### src/rtl/fifo_uart_tx.sv
`default_nettype none
// ============================================================================
//  Module      : fifo_uart_tx
//  Description : Pops bytes from a 16x8 synchronous FIFO and transmits each
//                one as an 8N1 serial frame. A pop that collides with a FIFO
//                write is dropped by the FIFO, so the block notices and retries.
//  Revision    : 1.0 - initial release
// ============================================================================
module fifo_uart_tx #(
  parameter int CLKS_PER_BIT = 16
) (
  input  logic       clk,
  input  logic       rst,
  input  logic       enable,
  input  logic       fifo_empty,
  input  logic       fifo_wr,
  input  logic [7:0] fifo_dout,
  output logic       fifo_rd,
  output logic       tx,
  output logic       busy,
  output logic       frame_done
);

  localparam int              CNT_W      = $clog2(CLKS_PER_BIT);
  localparam logic [CNT_W-1:0] c_CNT_LAST = CNT_W'(CLKS_PER_BIT - 1);

  typedef enum logic [2:0] {
    IDLE  = 3'd0,
    POP   = 3'd1,
    LOAD  = 3'd2,
    START = 3'd3,
    DATA  = 3'd4,
    STOP  = 3'd5
  } state_t;

  state_t           state_q;
  logic [CNT_W-1:0] cnt_q;
  logic [2:0]       idx_q;
  logic [7:0]       shift_q;
  logic             tx_q;
  logic             busy_q;
  logic             frame_done_q;

  logic             w_bit_end;
  logic             w_start_ok;

  assign w_bit_end  = (cnt_q == c_CNT_LAST);
  assign w_start_ok = enable && !fifo_empty;

  // Frame sequencer; tx/busy/frame_done are registered alongside the state so
  // they always match the state the FSM is in during the same cycle.
  always_ff @(posedge clk) begin
    if (rst) begin
      state_q      <= IDLE;
      cnt_q        <= '0;
      idx_q        <= '0;
      shift_q      <= '0;
      tx_q         <= 1'b1;
      busy_q       <= 1'b0;
      frame_done_q <= 1'b0;
    end else begin
      frame_done_q <= 1'b0;
      case (state_q)
        IDLE: begin
          tx_q <= 1'b1;
          if (w_start_ok) begin
            state_q <= POP;
            busy_q  <= 1'b1;
          end
        end
        POP: begin
          // A write in the same cycle wins inside the FIFO, so the pop was
          // ignored; go back and issue it again rather than load stale data.
          if (fifo_wr || fifo_empty) begin
            state_q <= IDLE;
            busy_q  <= 1'b0;
          end else begin
            state_q <= LOAD;
          end
        end
        LOAD: begin
          shift_q <= fifo_dout;
          cnt_q   <= '0;
          tx_q    <= 1'b0;
          state_q <= START;
        end
        START: begin
          if (w_bit_end) begin
            cnt_q   <= '0;
            idx_q   <= '0;
            tx_q    <= shift_q[0];
            state_q <= DATA;
          end else begin
            cnt_q <= cnt_q + 1'b1;
          end
        end
        DATA: begin
          if (w_bit_end) begin
            cnt_q <= '0;
            if (idx_q == 3'd7) begin
              tx_q    <= 1'b1;
              state_q <= STOP;
            end else begin
              shift_q <= {1'b0, shift_q[7:1]};
              tx_q    <= shift_q[1];
              idx_q   <= idx_q + 3'd1;
            end
          end else begin
            cnt_q <= cnt_q + 1'b1;
          end
        end
        STOP: begin
          if (w_bit_end) begin
            cnt_q <= '0;
            if (w_start_ok) begin
              state_q <= POP;
            end else begin
              state_q <= IDLE;
              busy_q  <= 1'b0;
            end
          end else begin
            cnt_q        <= cnt_q + 1'b1;
            // Raised one edge early so the pulse lands on the last stop cycle.
            frame_done_q <= (cnt_q == (c_CNT_LAST - 1'b1));
          end
        end
        default: begin
          state_q <= IDLE;
          cnt_q   <= '0;
          tx_q    <= 1'b1;
          busy_q  <= 1'b0;
        end
      endcase
    end
  end

  assign fifo_rd    = (state_q == POP);
  assign tx         = tx_q;
  assign busy       = busy_q;
  assign frame_done = frame_done_q;

endmodule
`default_nettype wire

### config.mk
export PLATFORM = sky130hd
export DESIGN_NAME = fifo_uart_tx
export DESIGN_NICKNAME = d
export VERILOG_FILES = /design/src/rtl/fifo_uart_tx.sv
export SDC_FILE = /design/constraint.sdc
export NUM_CORES = 1
export LEC_CHECK = 0
export CORE_UTILIZATION = 47
export CTS_CLUSTER_DIAMETER = 150
export CTS_CLUSTER_SIZE = 16
export DETAILED_ROUTE_END_ITERATION = 8
export PLACE_DENSITY = 0.73
export SKIP_CTS_REPAIR_TIMING = 1
export SLEW_MARGIN = 0
export SYNTH_ARGS = -nofsm -noshare
export SYNTH_HDL_FRONTEND = slang
export SYNTH_SLANG_ARGS = --single-unit
### constraint.sdc
create_clock -name clk -period 1.7 [get_ports clk]
set_input_delay 0.17 -clock clk [delete_from_list [all_inputs] [get_ports clk]]
set_output_delay 0.17 -clock clk [all_outputs]
set_load 0.05 [all_outputs]
# Word-level counts from Yosys, hierarchy flattened
# Cells that the tools add are included.
[totals]
reg_bits = 21
elab_cells = 70
[classes]
addsub = 2
reduce_logical = 16
n_mux = 26
n_eq_ne = 16
bitwise_logic = 3
[ops]
columns = ["op", "n"]
rows = [
  ["$mux 3", 8],
  ["$pmux 3 s6", 1],
  ["$mux 8", 2],
  ["$pmux 8 s2", 1],
  ["$ne 2x2->1 const B", 7],
  ["$reduce_and 5->1", 2],
  ["$eq 3x3->1 const B", 3],
  ["$reduce_or 3->1", 3],
  ["$eq 4x4->1 const B", 2],
  ["$mux 1", 8],
  ["$pmux 1 s4", 2],
  ["$pmux 4 s2", 1],
  ["$eq 3x2->1 const B", 2],
  ["$pmux 3 s2", 1],
  ["$reduce_and 3->1", 2],
  ["$add 4x1->4 const B", 1],
  ["$mux 4", 1],
  ["$reduce_and 4->1", 1],
  ["$reduce_bool 2->1", 2],
  ["$reduce_or 2->1", 2],
  ["$add 3x1->3 const B", 1],
  ["$eq 3x1->1 const B", 1],
  ["$logic_not 3->1", 1],
  ["$not 1->1", 3],
  ["5 further kinds", 5],
]

# Depth between registers and ports, before layout
[depth]
depth_word = 5
ltp_mapped = 7

# Worst setup path after synthesis
# No wires, ideal clock.
[synth_path]
path_type = "register to register"
from = "reg idx_q[0]"
to = "reg idx_q[1]"
path_stages_with_launch = 7
arrival_ps = 1710
slack_ps = -139
path_cell_list = "dfxtp_1 ha_1 ha_1 or4b_4 a21oi_1 mux2i_1 nor2_1"
[synth_via]
elab_chain_cells = 4
elab_cells_between_ends = 7
cone_classes = "add/sub (1); eq/ne (2); mux (3); reduce/logical (1)"
[synth_rtl]
columns = ["element", "line_no", "rtl"]
rows = [
  ["from (decl)", "38", "logic [2:0] idx_q;"],
  ["from (signal assigned)", "106", "idx_q <= idx_q + 3'd1;"],
  ["$add 3x1->3", "106", ""],
  ["$mux 3", "100", "if (idx_q == 3'd7) begin"],
  ["$mux 3", "98", "if (w_bit_end) begin"],
  ["$pmux 3 s2", "63", "case (state_q)"],
]
# Parallel ways exist; a longest one is shown, timed or not. The select of a mux whose other input is x is not followed.
# A chain may end at the register's enable or synchronous reset.

# Worst setup path in the final report
[layout_path]
from = "reg idx_q[0]"
to = "reg shift_q[6]"
[layout_via]
elab_chain_cells = 3
[layout_rtl]
columns = ["element", "line_no", "rtl"]
rows = [
  ["$eq 3x3->1", "100", ""],
  ["$ne 2x2->1 (no line)", "-", ""],
  ["$reduce_and 3->1 (no line)", "-", ""],
  ["to (signal assigned)", "82", "shift_q <= fifo_dout;"],
  ["to (signal assigned)", "104", "shift_q <= {1'b0, shift_q[7:1]};"],
  ["to (decl)", "39", "logic [7:0] shift_q;"],
]
# No other way between the ends.

==> results list <==
* Startpoint of the worst hold path: fifo_dout[7]
* DRC Markers: 0
- Instance count after placement with tap cells included: between 150 and 200
- Cell occurring most often along the worst timing path: sky130_fd_sc_hd__ha_4
* Area grow syn2layout: 35.4%
* Hold Crit Class: in2reg
- Number of port buffers: 16
- After clock tree synthesis, the clock-pin slew on the worst setup and hold paths is about 0.13 ns.
* VDD IR max: between 0.0004 and 0.0005 V
- Gpl congestion: between 0.7 and 0.8
- Remaining antenna violation count: 0
* Worst Clk Skew: roughly 0.019 ns
- Maximum clock frequency: around 520 MHz
* Syn_nets: 154
* Max-slew violations: 0
- The via count of the first global-routing pass is 1,068.
- Antenna violations before repair: 0
- Worst R2R Start: idx_q[0]
- After legalization and detailed placement, the total HPWL measured between 1500 and 2000 um.
- After global routing the overflow that remains totals 0.
- DIE WIDTH: between 50 and 60 um
- After the last flow step, the layout net total stands at between 150 and 200.
- Sorting the synthesized cells by how often they occur yields 21 x sky130_fd_sc_hd__dfxtp_1, 21 x sky130_fd_sc_hd__nor2_1, 10 x sky130_fd_sc_hd__a21oi_1.
* Final std cells w/o fill: 193
- The clock network accounts for about 28% of the total power.
- Cell type with the highest aggregate area in the netlist: sky130_fd_sc_hd__dfxtp_1
- Max incr delay on CP: 0.57 ns
- Root Buffer Master: sky130_fd_sc_hd__clkbuf_4
- Clk sink count: 21
- Ordered list of cells on the worst path: ha_4, ha_4, or4b_4, o22ai_4, buf_6, nor2_4, a211oi_2
- Number of CTS-inserted buffers: 3
- Cell internal power was estimated by the tool at between 0.6 and 0.7 mW.
- In this run the mean area of a mapped cell was between 8 and 9 um2.
* Slew headroom: about two thirds
* Final-layout worst hold slack: 0.441 ns
- Net switching is 25.5% of the power.
- Num ports: 17
- For the final routed database, the setup TNS stands at -1.79 ns.
- In the global route stage, overall resource usage came out at between 20 and 25%.
* Area of the core: between 2000 and 2500 um2
- Required time at the endpoint of the critical path: ~1.9 ns
- CP arrival: between 2 and 2.5 ns
* Largest cells by area after synthesis: sky130_fd_sc_hd__dfxtp_1 36%, sky130_fd_sc_hd__mux2i_1 7.8%, sky130_fd_sc_hd__nor2_1 6.8%, sky130_fd_sc_hd__ha_1 5.4%, sky130_fd_sc_hd__a21oi_1 4.3%
* CTS tree: done
* Total number of vias: about 1,100
* Post-synth top flop: sky130_fd_sc_hd__dfxtp_1
- In the post-route analysis, the smallest setup slack over all paths is -0.236 ns.
- Vias/cell: between 5 and 6
* R2R setup slack: -0.24 ns
- Entering global routing, the biggest net connects 19 pins.
- Combinational logic burns 14.0% of the power.
* Number of setup violations in the final report: 11
- CTS built an H-tree with a depth of 1.
- Post-synthesis instance total: ~140
- The initialized floorplan defines 17 standard-cell rows.
- Later-pin clock latency in the skew report: between 0.3 and 0.4 ns
- Synthesis inferred 21 register bits.
- Violations in the final reports: negative setup slack
- The worst setup path is captured at a register.
* FFs w/ async S/R, synth: 0%
- Cells with a size suffix above 1 make up a little under a quarter of the layout.
- Part of the Yosys area used for sequential elements: approximately 36%
- Portion of the clock cycle consumed by the worst path in the final layout: 114%
* DRT Pass-1 Iters: 4
* Leakage component of the power: ~0.55 nW
* Unrepaired setup endpoints after global routing: yes
- Across the run, the number of max-cap violations was 0.
* Outcome: finished, violations left
- The number of different library cells used by synthesis comes to 35.
- The floorplan step defined a die boundary enclosing between 2000 and 3000 um2.
- Total standard cell area after synthesis: approximately 1200 um2
- The initial utilization of the core area, before any placement, comes to roughly 50%.
- Counting flops with a built-in enable in the synthesized netlist gives 0.
- For this block, the initial DRC count from the detailed router was 18.
* Final min period: approximately 1.9 ns
- Sequential cell fraction of total power: 57.8%
* Critical path class: reg2reg
* Warning count from the yosys run: 0
- In the final routed layout, each cell accounts on average for approximately 14 um.
- Switching power: between 0.2 and 0.25 mW
- The number of antenna diodes in the final layout is 0.
* PD cells: ~560 nW/um2
- Worst path slowest cell: sky130_fd_sc_hd__or4b_4
* Routed wire length: around 2800 um
- The worst setup path is launched from a register.
- Measured along the y axis, the die boundary spans between 50 and 60 um.
- Measured slew at the worst slew-check pin: 0.494 ns
- In this run the worst path has a maximum fanout of 6.
- Global-route wire length before repair: between 4000 and 5000 um
- Maximum count of clock buffers along a single path: 2
- The critical path starts at idx_q[0].
* Final count of hold timing violations: 0
* Yosys top cell area share: 36.3%
## worst paths after layout
check / end / cells past startpoint
setup reg to reg: shift_q[6] / 7
hold / removal: shift_q[7] / 3
setup / recovery: shift_q[6] / 7
hold reg to reg: shift_q[7] / 2
## power groups by stage
stage | logic [mW] | registers (mW) | clock network (mW)
floorplan | 0.0539 | 0.525 | 0
global placement | 0.110 | 0.518 | 0
detailed placement | 0.113 | 0.518 | 0
CTS | 0.113 | 0.507 | 0.256
global route | 0.131 | 0.508 | 0.274
finish | 0.122 | 0.507 | 0.248
## metrics by stage
step / power [mW] / area [um2] / worst slack (ns) / util [%]
2_1_floorplan: 0.578 / 1180 / -0.0513 / -
3_3_place_gp: 0.628 / 1440 / -0.169 / 63.3
3_5_place_dp: 0.631 / 1440 / -0.242 / 63.3
4_1_cts: 0.876 / 1470 / -0.286 / 64.4
5_1_grt: 0.913 / 1570 / -0.287 / 68.8
6_report: 0.878 / 1570 / -0.236 / 68.8
## layout make-up
cell class,count,area [um2]
multi-input combinational,105,766
inverter,2,7.51
clock buffer,4,26.3
timing repair buffer,33,310
fill,185,709
tap,28,35.0
sequential,21,422
## sequential cells by signal, indices dropped and copies added, names as in the netlist
register    cells
frame_done      1
state_q         3
tx              1
busy            1
shift_q         8
idx_q           3
cnt_q           4
## routing by layer
| metal | vias up | global-route usage (%) | share of wire (%) | wire [um] |
|---|---|---|---|---|
| li1 | 550 | - | - | - |
| met1 | 536 | 25.0 | 43 | 1180 |
| met2 | 26 | 40.5 | 53 | 1460 |
| met3 | 4 | 6.14 | 3.5 | 98 |
| met4 | 0 | 6.76 | 1.0 | 29 |
| met5 | - | 0 | 0 | 0 |
## worst max-delay path, delay by kind of cell, from the launching register on
family / cells / cell delay [ns]
AND/OR/NAND/NOR: 2 / 0.60
adder cells (fa/ha/maj): 2 / 0.31
AO/OA/AOI/OAI: 2 / 0.41
flip-flops: 1 / 0.36
buffers and inverters: 1 / 0.16
## layout by cell type (no fill, tap or decap), types with 3 or more instances in the layout
cell | synthesis | layout
sky130_fd_sc_hd__nand3_1 | 3 | 3
sky130_fd_sc_hd__a211oi_2 | 2 | 5
sky130_fd_sc_hd__mux2i_1 | 9 | 9
sky130_fd_sc_hd__a22oi_1 | 3 | 3
sky130_fd_sc_hd__nand2_1 | 8 | 8
sky130_fd_sc_hd__o21ai_0 | 5 | 4
sky130_fd_sc_hd__buf_6 | 2 | 4
sky130_fd_sc_hd__a21oi_1 | 10 | 9
sky130_fd_sc_hd__clkdlybuf4s50_1 | 0 | 14
sky130_fd_sc_hd__dfxtp_1 | 21 | 20
sky130_fd_sc_hd__ha_1 | 5 | 3
sky130_fd_sc_hd__nor3_1 | 3 | 3
sky130_fd_sc_hd__clkbuf_4 | 0 | 3
sky130_fd_sc_hd__buf_4 | 0 | 14
sky130_fd_sc_hd__nor2_1 | 21 | 18
sky130_fd_sc_hd__nand2b_1 | 6 | 6
## cell families after synthesis
group,Yosys count,share of synthesized area [%]
adder cells (fa/ha/maj),5,5.41
buffers and inverters,11,4.86
flip-flops,21,36.3
AND/OR/NAND/NOR,57,25.0
AO/OA/AOI/OAI,33,20.6
multiplexers,9,7.78
Note: power is estimated with default switching activity, not from simulation.
